**src/rtl/eaglesong_search_pkg.sv**
```systemverilog
// Shared types and byte-layout constants for the eaglesong nonce search controller.
package eaglesong_search_pkg;

  localparam int unsigned PREFIX_BYTES     = 24;
  localparam int unsigned NONCE_BYTES      = 8;
  localparam int unsigned DIGEST_LEN_BYTES = 32;

  typedef enum logic [2:0] {
    IDLE,
    LAUNCH,
    WAIT,
    CHECK,
    REPORT,
    ADVANCE,
    FINISH
  } state_t;

endpackage

```
**src/rtl/eaglesong_target_compare.sv**
```systemverilog
// Combinational target check: the digest is read big-endian (byte 0 = bits [7:0] is the MSB)
// and compared unsigned against the target.
module eaglesong_target_compare
  import eaglesong_search_pkg::*;
(
  input  logic [DIGEST_LEN_BYTES*8-1:0] digest,
  input  logic [255:0]                  target,
  output logic                          hit
);

  logic [DIGEST_LEN_BYTES*8-1:0] digest_be;

  always_comb begin
    digest_be = '0;
    for (int unsigned i = 0; i < DIGEST_LEN_BYTES; i++) begin
      digest_be[DIGEST_LEN_BYTES*8-1-8*i -: 8] = digest[8*i +: 8];
    end
    hit = (digest_be <= target);
  end

endmodule

```
**src/rtl/eaglesong_nonce_search.sv**
```systemverilog
// Job controller that walks a nonce range through eaglesong_digest_top and reports target hits.
// Optional WAIT watchdog and timeout_err port: define EAGLESONG_SEARCH_TIMEOUT_EN.
module eaglesong_nonce_search
  import eaglesong_search_pkg::*;
#(
  parameter logic        STOP_ON_FIRST  = 1'b1,
  parameter int unsigned TIMEOUT_CYCLES = 4096
) (
  input  logic                          clk,
  input  logic                          rst_n,
  input  logic                          job_valid,
  output logic                          job_ready,
  input  logic [PREFIX_BYTES*8-1:0]     job_prefix,
  input  logic [NONCE_BYTES*8-1:0]      job_nonce_start,
  input  logic [31:0]                   job_nonce_count,
  input  logic [255:0]                  job_target,
  input  logic                          abort,
  output logic [DIGEST_LEN_BYTES*8-1:0] dig_input_val,
  output logic [6:0]                    dig_input_length_bytes,
  output logic                          dig_start_eval,
  input  logic [DIGEST_LEN_BYTES*8-1:0] dig_output_val,
  input  logic                          dig_eval_output_ready,
  output logic                          found_valid,
  input  logic                          found_ready,
  output logic [NONCE_BYTES*8-1:0]      found_nonce,
  output logic [DIGEST_LEN_BYTES*8-1:0] found_digest,
  output logic                          busy,
  output logic                          done,
  output logic                          exhausted,
  output logic [31:0]                   hash_count
`ifdef EAGLESONG_SEARCH_TIMEOUT_EN
  ,
  output logic                          timeout_err
`endif
);

  state_t                        state;
  logic [PREFIX_BYTES*8-1:0]     prefix_q;
  logic [NONCE_BYTES*8-1:0]      nonce_q;
  logic [31:0]                   remaining_q;
  logic [255:0]                  target_q;
  logic [DIGEST_LEN_BYTES*8-1:0] digest_q;
  logic                          abort_pend;
  logic                          hit_done;
  logic                          hit;
`ifdef EAGLESONG_SEARCH_TIMEOUT_EN
  logic [31:0]                   wait_cnt;
`endif

  assign dig_input_length_bytes = 7'(DIGEST_LEN_BYTES);

  eaglesong_target_compare u_cmp (
    .digest (digest_q),
    .target (target_q),
    .hit    (hit)
  );

  // Outputs are assigned on the transition into the state they belong to, so they are
  // registered and line up exactly with the state register.
  always_ff @(posedge clk or negedge rst_n) begin
    if (!rst_n) begin
      state          <= IDLE;
      job_ready      <= 1'b0;
      busy           <= 1'b0;
      dig_start_eval <= 1'b0;
      dig_input_val  <= '0;
      found_valid    <= 1'b0;
      found_nonce    <= '0;
      found_digest   <= '0;
      done           <= 1'b0;
      exhausted      <= 1'b0;
      hash_count     <= '0;
      prefix_q       <= '0;
      nonce_q        <= '0;
      remaining_q    <= '0;
      target_q       <= '0;
      digest_q       <= '0;
      abort_pend     <= 1'b0;
      hit_done       <= 1'b0;
`ifdef EAGLESONG_SEARCH_TIMEOUT_EN
      wait_cnt       <= '0;
      timeout_err    <= 1'b0;
`endif
    end else begin
      dig_start_eval <= 1'b0;
      done           <= 1'b0;
      exhausted      <= 1'b0;
      unique case (state)
        IDLE: begin
          if (job_valid && job_ready) begin
            prefix_q    <= job_prefix;
            nonce_q     <= job_nonce_start;
            remaining_q <= job_nonce_count;
            target_q    <= job_target;
            hash_count  <= '0;
            hit_done    <= 1'b0;
            abort_pend  <= 1'b0;
            job_ready   <= 1'b0;
            busy        <= 1'b1;
`ifdef EAGLESONG_SEARCH_TIMEOUT_EN
            timeout_err <= 1'b0;
`endif
            if (job_nonce_count == '0) begin
              state     <= FINISH;
              done      <= 1'b1;
              exhausted <= 1'b1;
            end else begin
              state          <= LAUNCH;
              dig_start_eval <= 1'b1;
              dig_input_val  <= {job_nonce_start, job_prefix};
            end
          end else if (abort) begin
            state     <= FINISH;
            job_ready <= 1'b0;
            busy      <= 1'b1;
            done      <= 1'b1;
            exhausted <= 1'b1;
          end else begin
            job_ready <= 1'b1;
          end
        end
        LAUNCH: begin
          // The start pulse is already out, so an abort here must still drain WAIT.
          state <= WAIT;
          if (abort) abort_pend <= 1'b1;
`ifdef EAGLESONG_SEARCH_TIMEOUT_EN
          wait_cnt <= '0;
`endif
        end
        WAIT: begin
          if (dig_eval_output_ready) begin
            hash_count <= hash_count + 32'd1;
            digest_q   <= dig_output_val;
            if (abort_pend || abort) begin
              state     <= FINISH;
              done      <= 1'b1;
              exhausted <= !hit_done;
            end else begin
              state <= CHECK;
            end
          end
`ifdef EAGLESONG_SEARCH_TIMEOUT_EN
          else if (wait_cnt >= TIMEOUT_CYCLES - 1) begin
            state       <= FINISH;
            done        <= 1'b1;
            exhausted   <= 1'b1;
            timeout_err <= 1'b1;
          end
`endif
          else begin
            if (abort) abort_pend <= 1'b1;
`ifdef EAGLESONG_SEARCH_TIMEOUT_EN
            wait_cnt <= wait_cnt + 32'd1;
`endif
          end
        end
        CHECK: begin
          if (abort) begin
            state     <= FINISH;
            done      <= 1'b1;
            exhausted <= !hit_done;
          end else if (hit) begin
            state        <= REPORT;
            found_valid  <= 1'b1;
            found_nonce  <= nonce_q;
            found_digest <= digest_q;
          end else begin
            state <= ADVANCE;
          end
        end
        REPORT: begin
          if (abort) begin
            state       <= FINISH;
            found_valid <= 1'b0;
            done        <= 1'b1;
            exhausted   <= !hit_done;
          end else if (found_ready) begin
            found_valid <= 1'b0;
            hit_done    <= 1'b1;
            if (STOP_ON_FIRST) begin
              state <= FINISH;
              done  <= 1'b1;
            end else begin
              state <= ADVANCE;
            end
          end
        end
        ADVANCE: begin
          nonce_q     <= nonce_q + 64'd1;
          remaining_q <= remaining_q - 32'd1;
          if (abort || remaining_q == 32'd1) begin
            state     <= FINISH;
            done      <= 1'b1;
            exhausted <= !hit_done;
          end else begin
            state          <= LAUNCH;
            dig_start_eval <= 1'b1;
            dig_input_val  <= {nonce_q + 64'd1, prefix_q};
          end
        end
        FINISH: begin
          state     <= IDLE;
          busy      <= 1'b0;
          job_ready <= 1'b1;
        end
        default: state <= IDLE;
      endcase
    end
  end

endmodule
```
**config.mk**
```make
export PLATFORM = sky130hd
export DESIGN_NAME = eaglesong_nonce_search
export DESIGN_NICKNAME = d
export VERILOG_FILES = /design/src/rtl/eaglesong_search_pkg.sv /design/src/rtl/eaglesong_target_compare.sv /design/src/rtl/eaglesong_nonce_search.sv
export SDC_FILE = /design/constraint.sdc
export NUM_CORES = 2
export LEC_CHECK = 0
export ABC_AREA = 1
export BUFFER_PORTS_ARGS = -buffer_cell sky130_fd_sc_hd__buf_2
export CAP_MARGIN = 10
export CORE_AREA = 2 2 562 564
export CTS_BUF_LIST = sky130_fd_sc_hd__clkbuf_16
export DETAILED_ROUTE_END_ITERATION = 6
export DIE_AREA = 0 0 564 566
export PLACE_DENSITY_LB_ADDON = 0.08
export SYNTH_ARGS = -nofsm -noshare
export SYNTH_HDL_FRONTEND = slang
export SYNTH_SLANG_ARGS = --single-unit
```
**constraint.sdc**
```tcl
create_clock -name clk -period 3.14 [get_ports clk]
set_clock_uncertainty 0.1 [all_clocks]
set_input_delay 0.157 -clock clk [delete_from_list [all_inputs] [get_ports clk]]
set_output_delay 0.157 -clock clk [all_outputs]
set_load 0.02 [all_outputs]
```
==> reports/qor.csv <==
metric,value,unit
rsz0062_at_grt,true,
slowest_delay,0.47,ns
power.switching,42.93,mW
fin_total_pwr,97.94,mW
dp_cells,13360,
postSynthCellCount,7824,
instances_no_fill,15250,
h-tree-depth,4,
finalCritPeriodShare,103.6,%
nNetsFinal,11970,
layout_commonest_cell,nand2_1,
synth_cell_type_count,55,
area_growth,55.78,%
cts_buffers,189,
utilization,32.34,%
worst_pin_slew,1.353,ns
yosysSeqAreaShare,54.57,%
slowest_stage,dfrtp_1,
crit_type,reg2reg,
setup_violations,280,
crit_path_frequent_cell,buf_6,
start_util,20.76,%
fp.dieH,566,µm
avgSynthCellArea,8.317,µm²
final_cell_mix,"nand2_1, dlygate4sd3_1, dfrtp_1, buf_2, inv_1",
drive_gt1_share,20.09,%
die_w,564,µm
num_vias,65370,
fillCellCount,33440,
seqPwrFrac,34.1,%
first_pass_iters,7,
synth_edf_count,0,
slew_viol_final,0,
p_sw_share,43.83,%
whs_path_depth,4,
cp_max_fo,8,
avgViaCountPerCell,4.286,
finalSetupTns,-11.07,ns
grt_max_degree,164,
status,"complete, but fails checks",
grt_pass1_wl,476.6,mm
vdd_drop_max,571.6,µV
relSlewSlack,9.791,%
synth_area,65070,µm²
min_delay_worst_endpoint,target_q[196],
clock_path_buffers,4,
routedWlPerCell,21.87,µm
p_int,55.01,mW
core,313400,µm²
place_worst_setup_slack,-0.5382,ns
synth-async-reset-ratio,100.0,%
route.detailed.drc,5,
worst-r2r-cell-count,18,
setup_slack,-0.1126,ns
p_per_area,966.2,nW/µm²
grtUsageTotal,20.16,%
required,3.76,ns
cp_cell_sequence,"ha_1, nand2_1, nor3_4, buf_6, nand3_4, nor2_4, nand4_1, buf_6, nor2_4, nand4_1, buf_6, nand2_8, nand2_8, buf_16, buf_12, clkbuf_16, nand2_2, nand2_1",
finalHoldViolations,0,
routed_wl,333.6,mm
power_leakage,50.79,nW
max_freq,0.3074,GHz
clkSlewWorstSetupHoldPaths,0.06,ns
cp-startpoint,digest_q[64],
gp_congestion,0.8601,
max-cap-violations,0,
clk_latency,0.87,ns
dp_hpwl,242.7,mm
r2r_end,found_digest[218],
rows,206,
reg2reg_from,digest_q[64],
critPathLaunchType,flop,
cp-end-kind,flop,
drt_iter0_drc,3937,
cts-root-buf,clkbuf_16,
die-area,319200,µm²
failed_checks,"design-rule violations, negative setup slack",
ys.flop_type,dfrtp_1,
p_comb_share,44.4,%
fin_crit,3.253,ns
grt-ovfl-total,0,
rrSetupSlack,-0.11,ns
min_from,job_target[196],
crit_arrival,3.87,ns
cts_sinks,1419,
ios,1427,
drtAntennaViolNets,0,
synth.ff_latch_count,1419,
antenna_found_initial,98,
io_buffer_count,1419,
hp-class,in2reg,
yosysWarnings,0,
pwr-share-clk,21.5,%
cts_tree,built,
grt_pass1_vias,67170,
-- metrics by stage --
stage          area, µm²  hold WS (ns)
6_report          101400       0.06668
5_1_grt           101300       0.02655
4_1_cts           100400     0.0002062
3_5_place_dp       79340       0.07388
3_3_place_gp       79340       0.07015
2_1_floorplan      65090       -0.2386
-- power by group through the flow --
stage | clock network, mW | registers (mW) | logic, mW
final | 21.1 | 33.4 | 43.5
after global routing | 22.5 | 34.4 | 48.4
after CTS | 21.8 | 33.4 | 42.6
after detailed placement | 0 | 33.6 | 39.7
after global placement | 0 | 33.7 | 39.4
after floorplan | 0 | 35.3 | 18.5
-- metal layers --
metal / track usage, % / routed length, µm / up-vias
met5: 0 / 288 / -
met4: 6.864 / 12620 / 46
met3: 4.277 / 20350 / 495
met2: 33.67 / 157000 / 1785
met1: 25.61 / 143300 / 31630
li1: - / - / 31420
-- cells by family after synthesis --
family / count (synthesis) / synth area share (%)
AOI/OAI and AO/OA: 911 / 7.649
xor gates and xnor gates: 48 / 0.6461
adders and majority gates: 260 / 4.999
buffers and inverters: 878 / 5.496
DFF: 1419 / 54.57
muxes: 10 / 0.1538
other: 2 / 0.01154
and+or+nand+nor: 4296 / 26.47
-- worst max path at each step --
stage	cells after the start	to
global route	18	found_digest[208]
CTS	17	found_digest[171]
floorplan	14	found_digest[179]
global placement	16	found_nonce[9]
detailed placement	16	found_digest[208]
finish	18	found_digest[218]
-- worst max-delay path: cells and delay by family, from the launching register on --
family / cells / cell delay, ns
adders and majority gates: 1 / 0.31
buffers and inverters: 6 / 1.05
DFF: 1 / 0.47
and+or+nand+nor: 11 / 1.18
-- Yosys cell counts, types with 3 or more instances --
cell / count / area share [%]
buf_1: 6 / 0.035
inv_1: 458 / 2.6
nor3_1: 65 / 0.50
nand2_1: 3223 / 19
mux2i_1: 10 / 0.15
nor4_1: 33 / 0.32
o21bai_1: 4 / 0.046
nor2_2: 9 / 0.087
buf_6: 14 / 0.24
clkbuf_1: 294 / 1.7
a21oi_1: 170 / 1.3
nor2_4: 3 / 0.052
buf_4: 21 / 0.24
ha_1: 260 / 5.0
xnor2_1: 12 / 0.16
o22ai_1: 11 / 0.11
o21ai_0: 459 / 3.5
inv_2: 8 / 0.046
o211ai_1: 10 / 0.12
dfrtp_1: 1419 / 55
nor3_2: 3 / 0.046
or2_2: 8 / 0.077
nor2_1: 421 / 2.4
nand3_1: 433 / 3.3
a31oi_1: 210 / 2.0
nand4_1: 73 / 0.70
xor2_1: 36 / 0.48
nand2_2: 4 / 0.038
buf_2: 77 / 0.59
a21o_1: 9 / 0.10
o31ai_1: 3 / 0.035
o21a_1: 18 / 0.21
o21ai_1: 8 / 0.062
nor3b_1: 3 / 0.035
-- cell type report --
type | count | area, µm² | area share, %
Antenna cell | 46 | 115.1 | 0.1136
Tap cell | 4160 | 5205 | 5.135
Timing Repair Buffer | 3297 | 26480 | 26.13
Sequential cell | 1419 | 35510 | 35.03
Clock inverter | 139 | 962.2 | 0.9492
Inverter | 466 | 1772 | 1.748
Clock buffer | 193 | 4830 | 4.764
Multi-Input combinational cell | 5532 | 26490 | 26.13
-- sequential cells by signal, summed over array words and instances (netlist names), 3 cells and up --
signal	count
digest_q	256
dig_input_val	256
target_q	256
prefix_q	192
state	3
remaining_q	32
found_digest	256
found_nonce	64
hash_count	32
nonce_q	64
-- timing repair --
item / CTS / global route
pin swaps: 5 / 9
gates cloned: 3 / 21
buffers inserted: 14 / 5
resized for setup: 57 / 114
hold endpoints to repair: 2198 / 0
setup endpoints to repair: 322 / 362
hold buffers: 1472 / 0
No activity file was read; power rests on OpenSTA's default activity.
